`src/rtl/if_prefetch_unit.sv`:
```
// if_prefetch_unit: instruction-fetch front end with a DEPTH-entry prefetch
// FIFO between the instruction memory port and the IF/ID boundary.
// Keeps fetching sequentially while decode stalls, absorbs bus_stall and
// flushes on an EXE redirect.
// Optional build macro: IF_PREFETCH_BYPASS_EN (zero-latency empty-FIFO bypass).
module if_prefetch_unit #(
    parameter int              XLEN     = 32,
    parameter int              DEPTH    = 4,
    parameter logic [XLEN-1:0] RESET_PC = '0
) (
    input  logic                       clk,
    input  logic                       rst,
    output logic [XLEN-1:0]            im_addr,
    output logic                       im_read_mem,
    input  logic [XLEN-1:0]            im_dataout,
    input  logic                       bus_stall,
    input  logic                       redirect_valid,
    input  logic [XLEN-1:0]            redirect_pc,
    input  logic                       id_ready,
    output logic                       id_valid,
    output logic [XLEN-1:0]            id_instr,
    output logic [XLEN-1:0]            id_pc,
    output logic [$clog2(DEPTH+1)-1:0] fifo_count
);

    localparam int AW = (DEPTH > 1) ? $clog2(DEPTH) : 1;
    localparam int CW = $clog2(DEPTH + 1);
    localparam logic [CW-1:0] DEPTH_C = CW'(DEPTH);

    logic [XLEN-1:0] fetch_pc_q, fetch_pc_d;
    logic [AW-1:0]   rd_ptr_q, rd_ptr_d;
    logic [AW-1:0]   wr_ptr_q, wr_ptr_d;
    logic [CW-1:0]   count_q, count_d;

    logic [XLEN-1:0] pc_mem    [DEPTH];
    logic [XLEN-1:0] instr_mem [DEPTH];

    logic accept;
    logic push;
    logic pop;
    logic fifo_valid;

    // Request, handshake and head-of-queue outputs; all forced low during reset
    always_comb begin
        im_addr     = fetch_pc_q;
        im_read_mem = !rst && !redirect_valid && (count_q < DEPTH_C);
        accept      = im_read_mem && !bus_stall;
        fifo_valid  = !rst && (count_q != '0);
        fifo_count  = rst ? '0 : count_q;
        pop         = fifo_valid && id_ready && !redirect_valid;
`ifdef IF_PREFETCH_BYPASS_EN
        // Empty FIFO: present the incoming word directly; it is stored only
        // when decode does not take it this cycle.
        if (!fifo_valid && accept) begin
            id_valid = 1'b1;
            id_instr = im_dataout;
            id_pc    = fetch_pc_q;
            push     = !id_ready;
        end else begin
            id_valid = fifo_valid;
            id_instr = fifo_valid ? instr_mem[rd_ptr_q] : '0;
            id_pc    = fifo_valid ? pc_mem[rd_ptr_q] : '0;
            push     = accept;
        end
`else
        id_valid = fifo_valid;
        id_instr = fifo_valid ? instr_mem[rd_ptr_q] : '0;
        id_pc    = fifo_valid ? pc_mem[rd_ptr_q] : '0;
        push     = accept;
`endif
    end

    // Next-state for fetch pc, pointers and occupancy; redirect wins over all
    always_comb begin
        fetch_pc_d = fetch_pc_q;
        rd_ptr_d   = rd_ptr_q;
        wr_ptr_d   = wr_ptr_q;
        count_d    = count_q;
        if (redirect_valid) begin
            fetch_pc_d = {redirect_pc[XLEN-1:2], 2'b00};
            rd_ptr_d   = '0;
            wr_ptr_d   = '0;
            count_d    = '0;
        end else begin
            if (accept) fetch_pc_d = fetch_pc_q + XLEN'(4);
            if (push)   wr_ptr_d   = wr_ptr_q + AW'(1);
            if (pop)    rd_ptr_d   = rd_ptr_q + AW'(1);
            case ({push, pop})
                2'b10:   count_d = count_q + CW'(1);
                2'b01:   count_d = count_q - CW'(1);
                default: count_d = count_q;
            endcase
        end
    end

    // Control state registers with asynchronous reset
    always_ff @(posedge clk or posedge rst) begin
        if (rst) begin
            fetch_pc_q <= RESET_PC;
            rd_ptr_q   <= '0;
            wr_ptr_q   <= '0;
            count_q    <= '0;
        end else begin
            fetch_pc_q <= fetch_pc_d;
            rd_ptr_q   <= rd_ptr_d;
            wr_ptr_q   <= wr_ptr_d;
            count_q    <= count_d;
        end
    end

    // FIFO storage; contents are only visible through count, so no reset
    always_ff @(posedge clk) begin
        if (push) begin
            pc_mem[wr_ptr_q]    <= fetch_pc_q;
            instr_mem[wr_ptr_q] <= im_dataout;
        end
    end

endmodule

```
`config.mk`:
```
export PLATFORM = sky130hd
export DESIGN_NAME = if_prefetch_unit
export DESIGN_NICKNAME = d
export VERILOG_FILES = /design/src/rtl/if_prefetch_unit.sv
export SDC_FILE = /design/constraint.sdc
export NUM_CORES = 1
export LEC_CHECK = 0
export ABC_CLOCK_PERIOD_IN_PS = 3900
export CAP_MARGIN = 20
export CELL_PAD_IN_SITES_DETAIL_PLACEMENT = 1
export CELL_PAD_IN_SITES_GLOBAL_PLACEMENT = 2
export CORE_ASPECT_RATIO = 1.25
export CORE_MARGIN = 5
export CORE_UTILIZATION = 40
export CTS_CLUSTER_DIAMETER = 150
export DETAILED_ROUTE_END_ITERATION = 8
export PLACE_DENSITY_LB_ADDON = 0.1
export SETUP_SLACK_MARGIN = 0.4
export SLEW_MARGIN = 20
export SYNTH_ARGS = -nofsm -noshare
export SYNTH_HDL_FRONTEND = slang
export SYNTH_SLANG_ARGS = --single-unit
export TNS_END_PERCENT = 1
```
`constraint.sdc`:
```
create_clock -name clk -period 3.9 [get_ports clk]
set_input_delay 0.585 -clock clk [delete_from_list [all_inputs] [get_ports clk]]
set_output_delay 0.585 -clock clk [all_outputs]
set_load 0.02 [all_outputs]
```
==> impl_metrics.yaml <==
worst_hold_path:
  hold_path_class: "primary input to flip-flop"
sta:
  period_share: 0.859
  max_slew_margin: 0.320
  fmax_mhz: 298
  fin_setup_tns_ns: 0
  final-setup-viol-count: 0
  fin_crit_ns: 3.35
  finalClockSkew_ns: 0.00666
  rsz0062_at_grt: "no"
  hold_viol_final: 0
  worst_slack_ns: 0.548
  finalMaxSlewViolations: 0
  worst_pin_slew_ns: 1.01
global_routing:
  grt_start_max_net_pins: 102
  grt_pass1_wl_mm: 43.2
  grt_use_total: 0.173
  overflow: 0
  grt_pass1_vias: 7249
  antenna_found_initial: 0
critical_path:
  path_delay_family: "buffers and inverters"
  critPathArrivalTime_ns: 2.77
  path_buf_inv: 2
  crit_fanout: 33
  crit_path_cell_trace: "buf_4 -> mux4_2 -> and3_1 -> clkdlybuf4s50_1"
  cp_data_required_time_ns: 3.31
  path_class: "flip-flop to primary output"
  crit_path_start_kind: "flip-flop"
  max_stage_delay_ns: 0.80
  cpMaxStageDelayCell: "dfrtp_4"
  cp-end-kind: "primary output"
synth:
  synth_ff_type: "edfxtp_1"
  async_flop_share: 0.130
  yosysWarnings: 0
  yosysSeqAreaShare: 0.725
  ys_types: 41
  ys_seq_elements: 285
  synth_area_leaders: "edfxtp_1, mux4_2, dfrtp_1"
  synth_top_area_cell: "edfxtp_1"
  syn-cell-area_mm2: 0.0116
  synth_edf_count: 248
  avgSynthCellArea_um2: 17.9
  synth_top_area_share: 0.645
  netlist_instances: 645
clock_tree:
  cts_tree: "done"
  clk_latency_ns: 0.53
  ctsHoldBuffers: 0
  cts_htree_levels: 1
  numCtsBuffers: 29
  clock_tree.root_cell: "clkbuf_16"
  clk_pin_slew_worst_paths_ns: 0.06
  clkSinkCount: 285
  clockBufferDepth: 3
final_layout:
  antenna_cells: 0
  syn2layout_area_growth_pct: 26.9
  drive_gt1_frac: 0.177
  num-nets-final: 902
  n_fill_cell: 2675
die:
  io_pins: 170
  core_area_mm2: 0.0285
  die_h_um: 200
  row_count: 69
  die_w_um: 162
  start_util: 0.405
  design.die.area_mm2: 0.0324
detailed_routing:
  wirelength_mm: 27.7
  vias_per_cell: 5.36
  drt_iter0_markers: 326
  wl_per_cell_um: 23.0
  drt_first_pass_iters: 4
  drcViolationCount: 0
  dr_total_vias: 6453
  postRouteAntennaNets: 0
power:
  p_leak_nw: 5.00
  finalPower_w: 0.00680
  powerDensity_mw_per_mm2: 464
  vdd_ir_drop_max_mv: 0.291
placed_design:
  post-place-ws_ns: 0.620
  place.gp.congestion: 0.722
  port-buffer-count: 163
  hpwl_mm: 17.7
run_status:
  outcome: "complete, no violations"
job:
  maxCapViolCount: 0
[through the flow]
stage          hold slack (ns)  instances  instance area, um2  utilization
6_report                 0.502       1204               14700        0.514
5_1_grt                  0.546       1204               14700        0.514
4_1_cts                  0.487       1204               14700        0.514
3_5_place_dp             0.581       1150               13700        0.483
3_3_place_gp             0.557       1150               13700        0.483
2_1_floorplan            0.543        648               11600            -
[flip-flops by register name, indices dropped and copies added, names as in the netlist]
name	flops
rd_ptr_q	2
im_addr	30
count_q	3
wr_ptr_q	2
pc_mem	120
instr_mem	128
[layout make-up]
cell class | count | area, um2 | area share
clock buffer | 34 | 754 | 0.0515
timing repair buffer | 190 | 1940 | 0.132
inverter | 4 | 16.3 | 0.00111
multi-input combinational | 317 | 3000 | 0.205
clock inverter | 19 | 120 | 0.00820
sequential | 285 | 8380 | 0.572
tap | 355 | 444 | 0.0303
[report_power, final]
part / total, W / internal, W / switching, W
Combinational: 0.000731 / 0.000358 / 0.000373
Clock: 0.00257 / 0.00144 / 0.00112
Sequential: 0.00351 / 0.00341 / 0.0000964
[kinds of logic after synthesis]
logic type	synth area share
flip-flops	0.725
AND/OR/NAND/NOR	0.0865
multiplexers	0.125
buffers and inverters	0.0175
AO/OA/AOI/OAI	0.0164
XOR/XNOR	0.0227
adder cells (fa/ha/maj)	0.00715
other	0.000325
[placed cells by master, fill, tap and decap left out, types with 3 or more instances in the layout]
cell type and count:
a21oi_1 4, and2_4 4, and3_1 65, buf_12 7, buf_4 19, clkbuf_1 4, clkbuf_16 29, clkdlybuf4s50_1 162
clkinv_1 7, clkinv_2 9, conb_1 4, dfrtp_1 35, edfxtp_1 248, ha_1 5, inv_1 3, mux4_2 62
nand2_1 43, nand3_1 13, nand4_1 11, nor2_1 12, nor2b_1 6, nor3_1 4, o21ai_0 25, or3_1 4
xnor2_1 12, xor2_1 18
[synth_stat cells (all sizes together) (4+ instances only)]
cell,count
buf,12
nand2,43
xnor2,12
dfrtp,37
a21oi,4
nand4,11
edfxtp,248
nor2b,6
nor3,5
o21ai,28
nand3,13
nor4,5
or3,6
xor2,18
inv,4
mux4,62
and3,65
nor2,12
clkbuf,30
and2,6
ha,5
[worst paths after layout]
path | start | end | slack [ns] | cells after the start
setup / recovery | rd_ptr_q[1] | id_instr[28] | 0.55 | 4
hold / removal | redirect_valid | count_q[1] | 0.50 | 2
setup reg to reg | im_addr[12] | im_addr[29] | 1.09 | 5
hold reg to reg | im_addr[31] | pc_mem[2][31] | 0.60 | 0
max in group asynchronous | rst | rd_ptr_q[1] | 2.86 | 3
min in group asynchronous | rst | im_addr[11] | 0.65 | 3
[what timing repair did]
action / 4_1_cts / 5_1_grt
gates resized for setup: 0 / 1
endpoints found under the setup margin: 31 / 1
buffers inserted: 1 / 0
[layer usage]
metal | GRT usage | vias to the layer above | wire length [um]
li1 | - | 2902 | -
met1 | 0.228 | 3348 | 11700
met2 | 0.307 | 163 | 14300
met3 | 0.0246 | 40 | 1200
met4 | 0.0414 | 0 | 537
met5 | 0 | - | 0
No activity file was read; power rests on OpenSTA's default activity.
==> patch (config.mk and constraints unchanged) <==
The option `IF_PREFETCH_BYPASS_EN` is turned on by a define.
--- a/src/rtl/if_prefetch_unit.sv
+++ b/src/rtl/if_prefetch_unit.sv
@@ -5,2 +5,4 @@
 // Optional build macro: IF_PREFETCH_BYPASS_EN (zero-latency empty-FIFO bypass).
+`define IF_PREFETCH_BYPASS_EN
+
 module if_prefetch_unit #(
Formal check against the unedited RTL: not equivalent (Yosys sat finds a counterexample within 4 cycles, from zero or initial values and one cycle with rst high).
==> patch against the original RTL <==
Setup slack improved by 0.0021 ns. Via count increased by 18%. Total power grew 1.6%. First-iteration DRC count grew 24%. Clock power up 4%. Global-route usage up 1.2 points. Sequential cell count unchanged. Synthesized area up 5.2%. Clock skew rose by 0.010 ns. Wire length grew 15%. Cell area is 5.5% higher. Largest power group unchanged.
==> patch: results (changes against the original RTL) <==
stage,metric,value,unit,change
finish,fillers,2990,,was 2675
pwr,power,6.91,mW,was 6.80 mW
sta,fin_skew,0.0170,ns,was 0.00666 ns
place,place_area,14400,um^2,was 13700 um^2
place,hpwl,20800,um,was 17700 um
sta,hold_ws,0.588,ns,was 0.502 ns
critical_path,critPathMaxFanout,47,,was 33
pwr,intPower,5.27,mW,was 5.21 mW
synthesis,ys_types,43,,was 41
grt,grtUsageTotal,18.5,%,was 17.3%
finish,drive_gt1_share,15.4,%,was 17.7%
synthesis,ys_seq_area_share,68.9,%,was 72.5%
clock_network,clock_latency,0.56,ns,was 0.53 ns
critical_path,max_stage_delay,0.64,ns,was 0.80 ns
routing,via_count,7634,,was 6453
critical_path,critPathArrivalTime,2.76,ns,was 2.77 ns
grt,grt_pass1_wl,49300,um,was 43200 um
critical_path,regToRegEndpoint,pc_mem[3][27]$_DFFE_PP_,,was im_addr[29]$_DFFE_PP0N_
synthesis,avgSynthCellArea,15.0,um^2,was 17.9 um^2
synthesis,synth.area.top_cells,"edfxtp_1, mux4_2, dfrtp_1, nand2_1, o21ai_0",,"was edfxtp_1, mux4_2, dfrtp_1, and3_1, nand2_1"
grt,grt_max_degree,83,,was 102
critical_path,cp_slowest_cell,clkdlybuf4s50_1,,was dfrtp_4
sta,tightest_slew,1.06,ns,was 1.01 ns
finish,final_cells,1409,,was 1204
critical_path,crit_path_end,id_pc[9],,was id_instr[28]
grt,grt_pass1_vias,8359,,was 7249
run_status,status,"complete, no violations",,unchanged
pwr,p_leak,4.89,nW,was 5.00 nW
pwr,ir_worst_vdd,0.320,mV,was 0.291 mV
clock_network,cts_resized,3,,was 0
==> patch: final cells by class <==
cell class	instances	area [um^2]	area share (%)
flip-flops and latches	285	8380	54.2
multi-input cells	467	3570	23.1
well taps	401	502	3.25
repair buffers	194	2040	13.2
inverters	8	30.0	0.194
clock buffers	39	813	5.26
clock inverters	15	116	0.753
==> patch: layer usage <==
| metal | up-vias | GRT usage (%) | routed length (um) |
|---|---|---|---|
| met4 | 0 | 4.51 | 582 |
| met1 | 3914 | 23.4 | 13200 |
| met3 | 42 | 3.03 | 1440 |
| met2 | 201 | 33.5 | 16600 |
| met5 | - | 0 | 0 |
| li1 | 3477 | - | - |
==> patch: kinds of logic (layout without fill, tap and decap cells) <==
family                     after synthesis  in the layout  share of synthesized area (%)
buffers and inverters                   61            256                           2.09
DFF                                    285            285                           68.9
AOI/OAI and AO/OA                      119            119                           5.74
muxes                                   65             65                           11.7
and+or+nand+nor                        261            261                           9.96
other                                    1              4                         0.0309
xor gates and xnor gates                12             12                          0.865
adders and majority gates                6              6                          0.680
